### config.mk
export PLATFORM = sky130hd
export DESIGN_NAME = pipe_hazard_ctrl
export DESIGN_NICKNAME = d
export VERILOG_FILES = /design/src/rtl/pipe_pkg.sv /design/src/rtl/sat_counter.sv /design/src/rtl/pipe_hazard_ctrl.sv
export SDC_FILE = /design/constraint.sdc
export NUM_CORES = 1
export LEC_CHECK = 0
export ABC_AREA = 1
export ABC_CLOCK_PERIOD_IN_PS = 2550
export BUFFER_PORTS_ARGS = -buffer_cell sky130_fd_sc_hd__buf_2
export CORE_MARGIN = 4
export CORE_UTILIZATION = 46
export CTS_CLUSTER_SIZE = 8
export DETAILED_ROUTE_END_ITERATION = 10
export PLACE_DENSITY = 0.8
export SYNTH_ARGS = -nofsm -noshare
export SYNTH_HDL_FRONTEND = slang
export SYNTH_SLANG_ARGS = --single-unit
### constraint.sdc
create_clock -name clk -period 2.55 [get_ports clk]
set_input_delay 0 -clock clk [delete_from_list [all_inputs] [get_ports clk]]
set_output_delay 0 -clock clk [all_outputs]
set_load 0.02 [all_outputs]
### src/rtl/pipe_pkg.sv
// Shared definitions for the 5-stage MIPS pipeline control slice.
// Opcode encodings, hazard sequencer states and register constants.
package pipe_pkg;

    localparam logic [5:0] OP_RTYPE = 6'b000000;
    localparam logic [5:0] OP_LW    = 6'b000001;
    localparam logic [5:0] OP_SW    = 6'b000010;
    localparam logic [5:0] OP_BEQ   = 6'b000011;

    localparam logic [4:0] REG_ZERO = 5'd0;

    typedef enum logic [1:0] {
        RUN       = 2'd0,
        DMEM_WAIT = 2'd1,
        IMEM_WAIT = 2'd2
    } haz_state_t;

endpackage

### src/rtl/sat_counter.sv
// Saturating up-counter with synchronous clear; clear wins over increment.
// Holds at all-ones instead of wrapping.
module sat_counter #(
    parameter int W = 8
) (
    input  logic         clk,
    input  logic         inc,
    input  logic         clr,
    output logic [W-1:0] q
);

    always_ff @(posedge clk) begin
        if (clr) begin
            q <= '0;
        end else if (inc && (q != '1)) begin
            q <= q + W'(1);
        end
    end

endmodule

### src/rtl/pipe_hazard_ctrl.sv
// Stall/flush sequencer: load-use, taken branch, IMEM/DMEM wait handling.
// HAZ_PERF_CNT_EN enables the stall_cnt/flush_cnt performance counters.
import pipe_pkg::*;

module pipe_hazard_ctrl #(
    parameter int CNT_W      = 16,
    parameter int WDOG_LIMIT = 255
) (
    input  logic             clk,
    input  logic             reset,
    input  logic [5:0]       id_opcode,
    input  logic [4:0]       id_rs,
    input  logic [4:0]       id_rt,
    input  logic             ex_memread,
    input  logic [4:0]       ex_rt,
    input  logic             branch_taken,
    input  logic             imem_ready,
    input  logic             dmem_req,
    input  logic             dmem_ready,
    output logic             pc_we,
    output logic             ifid_we,
    output logic             idex_we,
    output logic             exmem_we,
    output logic             memwb_we,
    output logic             ifid_flush,
    output logic             idex_bubble,
    output logic             exmem_flush,
    output logic [CNT_W-1:0] stall_cnt,
    output logic [CNT_W-1:0] flush_cnt,
    output logic             err_timeout
);

    localparam int WDOG_W = (WDOG_LIMIT > 2) ? $clog2(WDOG_LIMIT) : 1;
    localparam logic [WDOG_W-1:0] WDOG_MAX =
        WDOG_W'((WDOG_LIMIT > 0) ? WDOG_LIMIT - 1 : 0);

    haz_state_t        state_q;
    haz_state_t        state_d;
    logic              kill_pending;
    logic              kill_d;
    logic              dwait;
    logic              rt_reader;
    logic              load_use;
    logic              kill_now;
    logic [WDOG_W-1:0] wdog_q;

    // Once in DMEM_WAIT the access is held until ready even if req drops.
    assign dwait = (dmem_req || (state_q == DMEM_WAIT)) && !dmem_ready;

    assign rt_reader = (id_opcode == OP_RTYPE) ||
                       (id_opcode == OP_SW) ||
                       (id_opcode == OP_BEQ);

    assign load_use = ex_memread && (ex_rt != REG_ZERO) &&
                      ((ex_rt == id_rs) ||
                       (rt_reader && (ex_rt == id_rt)));

    assign kill_now = kill_pending && imem_ready;

    always_comb begin
        pc_we       = 1'b1;
        ifid_we     = 1'b1;
        idex_we     = 1'b1;
        exmem_we    = 1'b1;
        memwb_we    = 1'b1;
        ifid_flush  = 1'b0;
        idex_bubble = 1'b0;
        exmem_flush = 1'b0;
        state_d     = RUN;
        kill_d      = kill_pending;

        priority case (1'b1)
            reset: begin
                pc_we       = 1'b0;
                ifid_we     = 1'b0;
                idex_we     = 1'b0;
                exmem_we    = 1'b0;
                memwb_we    = 1'b0;
                ifid_flush  = 1'b1;
                idex_bubble = 1'b1;
                exmem_flush = 1'b1;
                kill_d      = 1'b0;
            end
            dwait: begin
                pc_we    = 1'b0;
                ifid_we  = 1'b0;
                idex_we  = 1'b0;
                exmem_we = 1'b0;
                memwb_we = 1'b0;
                state_d  = DMEM_WAIT;
            end
            branch_taken: begin
                ifid_flush  = 1'b1;
                idex_bubble = 1'b1;
                exmem_flush = 1'b1;
                kill_d      = !imem_ready;
                state_d     = imem_ready ? RUN : IMEM_WAIT;
            end
            load_use: begin
                pc_we       = 1'b0;
                ifid_we     = 1'b0;
                idex_bubble = 1'b1;
                state_d     = imem_ready ? RUN : IMEM_WAIT;
            end
            !imem_ready: begin
                pc_we      = 1'b0;
                ifid_flush = 1'b1;
                state_d    = IMEM_WAIT;
            end
            default: begin
                state_d = RUN;
            end
        endcase

        // Drop the wrong-path fetch; PC already holds the branch target.
        if (!reset && !dwait && !branch_taken && kill_now) begin
            ifid_flush = 1'b1;
            pc_we      = 1'b0;
            kill_d     = 1'b0;
        end
    end

    always_ff @(posedge clk) begin
        if (reset) begin
            state_q      <= RUN;
            kill_pending <= 1'b0;
        end else begin
            state_q      <= state_d;
            kill_pending <= kill_d;
        end
    end

    sat_counter #(.W(WDOG_W)) u_wdog (
        .clk (clk),
        .inc (dwait),
        .clr (reset || !dwait),
        .q   (wdog_q)
    );

    always_ff @(posedge clk) begin
        if (reset) begin
            err_timeout <= 1'b0;
        end else if ((WDOG_LIMIT != 0) && dwait && (wdog_q == WDOG_MAX)) begin
            err_timeout <= 1'b1;
        end
    end

`ifdef HAZ_PERF_CNT_EN
    sat_counter #(.W(CNT_W)) u_stall_cnt (
        .clk (clk),
        .inc (!pc_we),
        .clr (reset),
        .q   (stall_cnt)
    );

    sat_counter #(.W(CNT_W)) u_flush_cnt (
        .clk (clk),
        .inc (!dwait && branch_taken),
        .clr (reset),
        .q   (flush_cnt)
    );
`else
    assign stall_cnt = '0;
    assign flush_cnt = '0;
`endif

endmodule

== Word level (Yosys, flattened, before mapping) ==
Cells that the tools add are included.
Storage, ports and cells
  output and inout bits: 41
  word-level logic and storage cells: 66
  bits in registers: 12
  input bits: 28
Cells by class
  equality and inequality tests: 7
  bitwise logic cells: 1
  multiplexer cells: 27
  add/sub/neg operators: 1
  reductions and logical operators: 25
Operator list (count)
  1-bit two-way mux: 26
  6-bit by 2-bit equality test with 1-bit output (second input constant): 2
  5-bit equality test: 2
  1-bit logical AND: 10
  8-bit by 1-bit adder with 8-bit output (second input constant): 1
  8-bit equality test (second input constant): 1
  8-bit inequality test (second input constant): 1
  6-bit zero test: 1
  1-bit zero test: 5
  1-bit logical OR: 5
  5-bit nonzero test: 1
  2-bit OR reduction: 2
  2-bit by 1-bit equality test with 1-bit output (second input constant): 1
  2-bit two-way mux: 1
  2-bit AND reduction: 1
  1-bit NOT: 1

== Depth between registers and ports, before layout ==
Gate-level depths: netlist of the first run.
  word-level depth: 11
  gate-level depth with buffers: 9
  mapped depth without buffers: 9

== By module ==
Synthesis of the first run repeated with hierarchy kept, for this count alone.
Unflattened totals
  cells, all modules: 209
  area total of the unflattened synthesis: 1234.9 um^2
By module, submodules not included
  pipe_hazard_ctrl: sequential area each 80.1 um^2, area each 750.7 um^2, cells each 132, instances 1
  sat_counter: sequential area each 160.2 um^2, area each 484.2 um^2, cells each 77, instances 1

== Worst setup path before layout of the first run ==
No wires, ideal clock.
  path type: register -> register
  start point: register u_wdog.q[0]
  end point: register u_wdog.q[1]
  data required time: 2.431 ns
  arrival: 1.213 ns
  clock period less this slack: 1.332 ns
  stages on the path, launching flop included: 8
  buffers on the path: 1
  slack: 1.218 ns
  library setup time: 0.119 ns
  cells stage by stage: dfxtp_1 > ha_1 > nand2_1 > o21ai_2 > inv_2 > buf_6 > o21ai_0 > a21oi_1
Between the ends
  word-level cells in the longest chain between the ends: 2
  elaborated cells between the ends (all ways): 3
  those cells by class: add/sub (1); eq/ne (1); reduce/logical (1)
RTL lines
  from (decl): RTL line sat_counter.sv:9  | output logic [W-1:0] q
  from (signal assigned): RTL line sat_counter.sv:16  | q <= q + W'(1);
  parallel branches: the longest is 2 deep, another holds 8-bit by 1-bit adder with 8-bit output
Parallel ways; which one is timed is not known.
A chain may end at the register's enable or synchronous reset.

== Final worst setup path of the first run ==
  start point: register state_q[1]
  end point: output port pc_we
Between the ends
  word-level cells in the longest chain between the ends: 8
  elaborated cells between the ends (all ways): 10
  those cells by class: eq/ne (1); mux (3); reduce/logical (6)
RTL lines
  from (decl): RTL line pipe_hazard_ctrl.sv:37  | haz_state_t state_q;
  from (signal assigned): RTL line pipe_hazard_ctrl.sv:128  | state_q <= state_d;
  2-bit by 1-bit equality test with 1-bit output (*): RTL line pipe_hazard_ctrl.sv:48  | assign dwait = (dmem_req || (state_q == DMEM_WAIT)) && !dmem_ready;
  1-bit logical OR (*): RTL line pipe_hazard_ctrl.sv:48
  1-bit logical AND (*): RTL line pipe_hazard_ctrl.sv:48
  1-bit zero test: RTL line pipe_hazard_ctrl.sv:116  | if (!reset && !dwait && !branch_taken && kill_now) begin
  1-bit logical AND (3 in a row): RTL line pipe_hazard_ctrl.sv:116
  1-bit two-way mux (*): RTL line pipe_hazard_ctrl.sv:116
  to (decl): RTL line pipe_hazard_ctrl.sv:20  | output logic pc_we,
Every way passes the cells marked *; elsewhere a longest branch is shown, timed or not.

==> out/summary.txt, run 1 <==
Final setup fails -> 0
Core area -> 2300 um^2
Cell count of the worst reg-to-reg path -> 6
Yosys cell types -> 22
GPL Wtd Cong -> 0.789
Starting Density -> 0.499
Clock Path Buffers -> 2
Crit path DAT -> 1.55 ns
CP Capture Type -> output port
YS warnings -> 0
Count of input and output buffers -> 36
Share of cells above drive strength 1 -> 0.193
Syn_area_per_cell -> 6.06 um^2
Pwr/cell area -> 384 nW/um^2
Vias in the first global route -> 849
Critical path required time -> 2.55 ns
Row count -> 17
I/O pins -> 69
HP Class -> in -> reg
Postcts setup bufs -> 0
FF+latch count, synth -> 12
DR WL/cell -> 8.51 um
Fmax -> 646 MHz
Initial DRT Pass Iterations -> 4
Commonest non-fill, non-tap cell in the layout -> nand2_1
Worst path cell trace -> inv_1, nand2_1, a21oi_4, o21ai_0, inv_1, nand2_1, inv_1, nand2_1, inv_1, buf_2
First-pass GRT wire length -> 3.31 mm
Crit path max fanout -> 10
VDD IR max -> 0.000288 V
Sequential fraction of the synthesis area -> 0.210
Lkg Pwr -> 0.000744 uW
Max Cap Violations -> 0
Skew final -> 0.00485 ns
Total vias in the final route -> 1076
RSZ-0062 raised after global routing -> false
Clock sink count -> 12
Final period util -> 0.607
Cell Area, Synth -> 1150 um^2
GRT overflow -> 0
H-tree levels -> 1
Pin count of the biggest net entering global routing -> 12
Die X -> 57.9 um
CTS Buf Count -> 3
Critical path launch point type -> register
Outcome -> finished clean
Final TNS setup -> 0 ns
DRT iter0 DRCs -> 19
Nets -> 259
CTS tree -> yes
Most used cell, CP -> inv_1
Vias per Instance -> 4.20
CTS clk-pin slew, worst paths -> 0.07 ns
Final min period -> 1.55 ns
Ant. Diodes -> 0
Non-Filler Instances -> 256
Hpwl dp -> 1.84 mm
Commonest cells after routing, fill and taps aside -> 49 x nand2_1, 36 x buf_2, 34 x inv_1
Post-cts resize count -> 0
Mapped Cells -> 189
Worst hold slack -> 0.0537 ns
Max-slew violations -> 0
Die Area -> 3350 um^2
Detailed Route WL -> 2.18 mm
Layout fillers -> 247
Fin. Hold Viols -> 0
Post-placement cell count -> 249
Dpl cell area -> 1210 um^2
Initial antenna violation count -> 0
Area grow syn2layout -> 11.5%
Crit Path Class -> reg -> out
Clk_lat worst skew -> 0.28 ns
Finished layout cell area -> 1280 um^2
Hold path cells -> 4
Post-route antenna net violation count -> 0
Root buffer cell -> clkbuf_4
Vert. Die Dim -> 57.9 um
GRT Total Usage -> 0.125
Slowest CP cell -> dfxtp_1
Largest stage delay, worst path -> 0.30 ns
DRC errors left -> 0
[metrics by stage]
stage / setup WS, ns / utilization / power, uW
6_report: 1.00 / 0.556 / 490
5_1_grt: 0.761 / 0.556 / 521
4_1_cts: 0.996 / 0.556 / 495
3_5_place_dp: 1.13 / 0.527 / 339
3_3_place_gp: 1.19 / 0.527 / 338
2_1_floorplan: 1.22 / - / 341
[path summary, 6_finish.rpt]
check,start,to,slack [ns]
worst max-delay path,state_q[1]$_SDFF_PN0_,pc_we,1.00
worst min-delay path,dmem_ready,err_timeout$_SDFFE_PP0P_,0.05
worst max register to register,u_wdog.q[0]$_SDFFE_PP0P_,u_wdog.q[1]$_SDFFE_PP0P_,1.10
worst min register to register,err_timeout$_SDFFE_PP0P_,err_timeout$_SDFFE_PP0P_,0.45
[layer usage]
layer / global-route usage / wire (um) / part of all wire / vias to the layer above
li1: - / - / - / 579
met1: 0.146 / 875 / 0.40 / 448
met3: 0.0512 / 260 / 0.12 / 4
met2: 0.208 / 1010 / 0.46 / 45
met5: 0 / 0 / 0 / -
met4: 0.0397 / 31 / 0.014 / 0
[layout make-up]
type | count | area (um^2) | share of cell area
Timing Repair Buffer | 39 | 210 | 0.165
Sequential cell | 12 | 240 | 0.188
Tap cell | 28 | 35.0 | 0.0274
Inverter | 36 | 135 | 0.106
Clock buffer | 4 | 36.3 | 0.0284
Multi-Input combinational cell | 137 | 621 | 0.486
[power by group]
part	switching (uW)	leakage (uW)	internal, uW
Combinational	103	0.000626	43.8
Clock	63.1	0.0000210	87.0
Sequential	1.87	0.0000973	191
[worst max-delay path, delay by kind of cell (launching register included)]
kind	cells	cell delay, ns
AND/OR/NAND/NOR	3	0.16
buffers and inverters	5	0.37
flip-flops	1	0.30
AO/OA/AOI/OAI	2	0.42
[state kept, by name, summed over array words and instances (netlist names)]
name          count
u_wdog.q          8
state_q           2
kill_pending      1
err_timeout       1
[cell usage after synthesis]
master	n	area share
nand2_1	49	0.16
buf_4	34	0.22
inv_1	34	0.11
nor2_1	17	0.056
dfxtp_1	12	0.21
nand3_1	10	0.044
a21oi_1	9	0.039
o21ai_0	4	0.017
nand4_1	3	0.016
ha_1	2	0.022
nor3_1	2	0.0087
xnor2_1	2	0.015
xor2_1	2	0.015
a211oi_1	1	0.0066
a21oi_2	1	0.0076
a21oi_4	1	0.014
buf_6	1	0.0098
clkinv_1	1	0.0033
conb_1	1	0.0033
inv_2	1	0.0033
nand3b_1	1	0.0066
o21ai_2	1	0.0076
[what timing repair did]
item / CTS / global route
hold buffers: 3 / 0
hold endpoints to repair: 3 / 0
endpoints found under the setup margin: 0 / 0
[cells by family after synthesis]
kind of cell    count (synthesis)  share of synthesized area
other cells                     1                    0.00327
fa+ha+maj                       2                     0.0218
buf+inv                        71                      0.350
flops                          12                      0.210
compound gates                 17                     0.0928
simple gates                   82                      0.291
xor+xnor                        4                     0.0306
(Power assumes the default switching activity.)
==> run 2: changes to the inputs <==
- ABC_CLOCK_PERIOD_IN_PS: 2550 -> 1400
- CORE_UTILIZATION: 46 -> 39
- PLACE_DENSITY: 0.8 -> 0.72
- clock period: 2.55 -> 1.4 ns (I/O delays scaled with it)
==> run 2 against run 1 <==
Sequential power is 82% higher. Clock-buffer cell count stayed put. Final cell count up 3.5%. Via count is 1.9% higher. Highest routed layer unchanged. Clock power up 78%. Combinational power rose by 100%. Sequential share of layout area shrank 1.1 points. Critical path depth unchanged. Critical endpoint unchanged.
==> out/summary.txt, run 2 (synthesized netlist as in run 1, its figures left out) <==
Outcome -> finished clean
Worst R2R Setup Slack -> 0.11 ns
Die Area -> 3870 um^2
Lkg Pwr -> 0.000782 uW
Vert. Die Dim -> 62.2 um
RSZ-0062 raised after global routing -> true
HP Class -> in -> reg
DRT iter0 DRCs -> 37
H-tree levels -> 1
Count of input and output buffers -> 36
GRT overflow -> 0
Commonest non-fill, non-tap cell in the layout -> nand2_1
VDD IR max -> 0.000625 V
Final min period -> 1.35 ns
Final period util -> 0.968
Ant. Diodes -> 0
Vias in the first global route -> 906
Vias per Instance -> 4.14
Fmax -> 738 MHz
CTS Buf Count -> 3
Fin. Hold Viols -> 0
Top reg by flops -> u_wdog.q
GRT Total Usage -> 0.111
CTS clk-pin slew, worst paths -> 0.07 ns
Row count -> 19
Area grow syn2layout -> 19.3%
Worst hold slack -> 0.157 ns
Worst Setup SP -> state_q[1]$_SDFF_PN0_
Nets -> 265
DR WL/cell -> 9.04 um
Core area -> 2780 um^2
Final setup fails -> 0
Share of cells above drive strength 1 -> 0.252
Layout fillers -> 291
Biggest registers after layout -> u_wdog.q: 8 flops, state_q: 2 flops
CP Capture Type -> output port
End point of the critical path -> pc_we
Total vias in the final route -> 1096
Hpwl dp -> 1.90 mm
Non-Filler Instances -> 265
Clock sink count -> 12
Clock Path Buffers -> 2
I/O pins -> 69
Post-route antenna net violation count -> 0
Pin count of the biggest net entering global routing -> 12
Worst R2R Start -> u_wdog.q[1]$_SDFFE_PP0P_
GPL Wtd Cong -> 0.872
Pwr/cell area -> 671 nW/um^2
Max-slew violations -> 0
Max reg flops -> 8
Detailed Route WL -> 2.40 mm
CTS tree -> yes
Max Cap Violations -> 0
Die X -> 62.2 um
Clk_lat worst skew -> 0.27 ns
Initial antenna violation count -> 0
DRC errors left -> 0
Root buffer cell -> clkbuf_4
Crit path DAT -> 1.35 ns
Post-placement cell count -> 256
Crit path max fanout -> 5
Critical path launch point type -> register
Crit Path Class -> reg -> out
Skew final -> 0.00176 ns
Initial DRT Pass Iterations -> 4
R2R Path End -> u_wdog.q[1]$_SDFFE_PP0P_
Cell count of the worst reg-to-reg path -> 6
Fin util -> 0.492
Starting Density -> 0.412
First-pass GRT wire length -> 3.68 mm
Critical path required time -> 1.40 ns
Commonest cells after routing, fill and taps aside -> 48 x nand2_1, 34 x inv_1, 34 x buf_2
## run 2: cell types whose count changed in the layout (fill, tap and decap cells not counted), moves of 2 or more
cell	delta
buf_6	+4
buf_2	-2
nor2_2	+3
buf_4	+5
nor2_1	-3
## run 2: area by class of cell
class | instances | area, um^2 | share of cell area
clock buffers | 4 | 36.3 | 0.0265
inverters | 36 | 135 | 0.0988
well taps | 31 | 38.8 | 0.0284
flip-flops and latches | 12 | 241 | 0.177
repair buffers | 45 | 273 | 0.199
multi-input cells | 137 | 643 | 0.470
## run 2: per-stage QoR
stage / instance area [um^2] / power [uW] / setup TNS (ns) / setup WS [ns]
final: 1370 / 917 / 0 / 0.0452
after global routing: 1370 / 989 / -0.275 / -0.0640
after CTS: 1320 / 911 / 0 / 0.00650
after detailed placement: 1240 / 626 / 0 / 0.112
after global placement: 1240 / 624 / 0 / 0.174
after floorplan: 1260 / 621 / 0 / 0.0680
## run 2: report_power, final
group / internal [uW] / switching (uW) / total [uW]
clock network: 158 / 109 / 267
logic: 99.2 / 200 / 299
registers: 348 / 3.11 / 351
total: 605 / 312 / 917
## run 2: repair_timing
action | in CTS | in global routing
hold endpoints to repair | 3 | 0
resized for setup | 1 | 14
hold buffers | 2 | 0
setup buffers | 2 | 1
pin swaps | 1 | 4
endpoints found under the setup margin | 4 | 12
## run 2: worst max-delay path: stages (launching register included)
cell and delay (ns):
dfxtp_1 0.30, inv_1 0.05, nand2_2 0.06, a21oi_4 0.22
o21ai_2 0.08, inv_1 0.07, nand2_1 0.05, inv_1 0.05
nand2_1 0.04, inv_1 0.06, buf_6 0.11
## run 2: metal layers
| layer | part of all wire | vias up | GRT usage |
|---|---|---|---|
| met4 | 0.0029 | 0 | 0.0163 |
| met2 | 0.48 | 43 | 0.184 |
| met3 | 0.11 | 2 | 0.0523 |
| met5 | 0 | - | 0 |
| met1 | 0.41 | 455 | 0.132 |
| li1 | - | 596 | - |
## run 2: worst min-delay path by stage
stage | from | endpoint | slack, ns | cells past startpoint
after CTS | dmem_ready | kill_pending$_SDFFE_PP0P_ | 0.13 | 4
after floorplan | reset | err_timeout$_SDFFE_PP0P_ | 0.07 | 1
final | dmem_ready | kill_pending$_SDFFE_PP0P_ | 0.16 | 4
after detailed placement | imem_ready | state_q[1]$_SDFF_PN0_ | 0.21 | 2
after global routing | dmem_ready | err_timeout$_SDFFE_PP0P_ | 0.17 | 5
after global placement | imem_ready | state_q[1]$_SDFF_PN0_ | 0.21 | 2
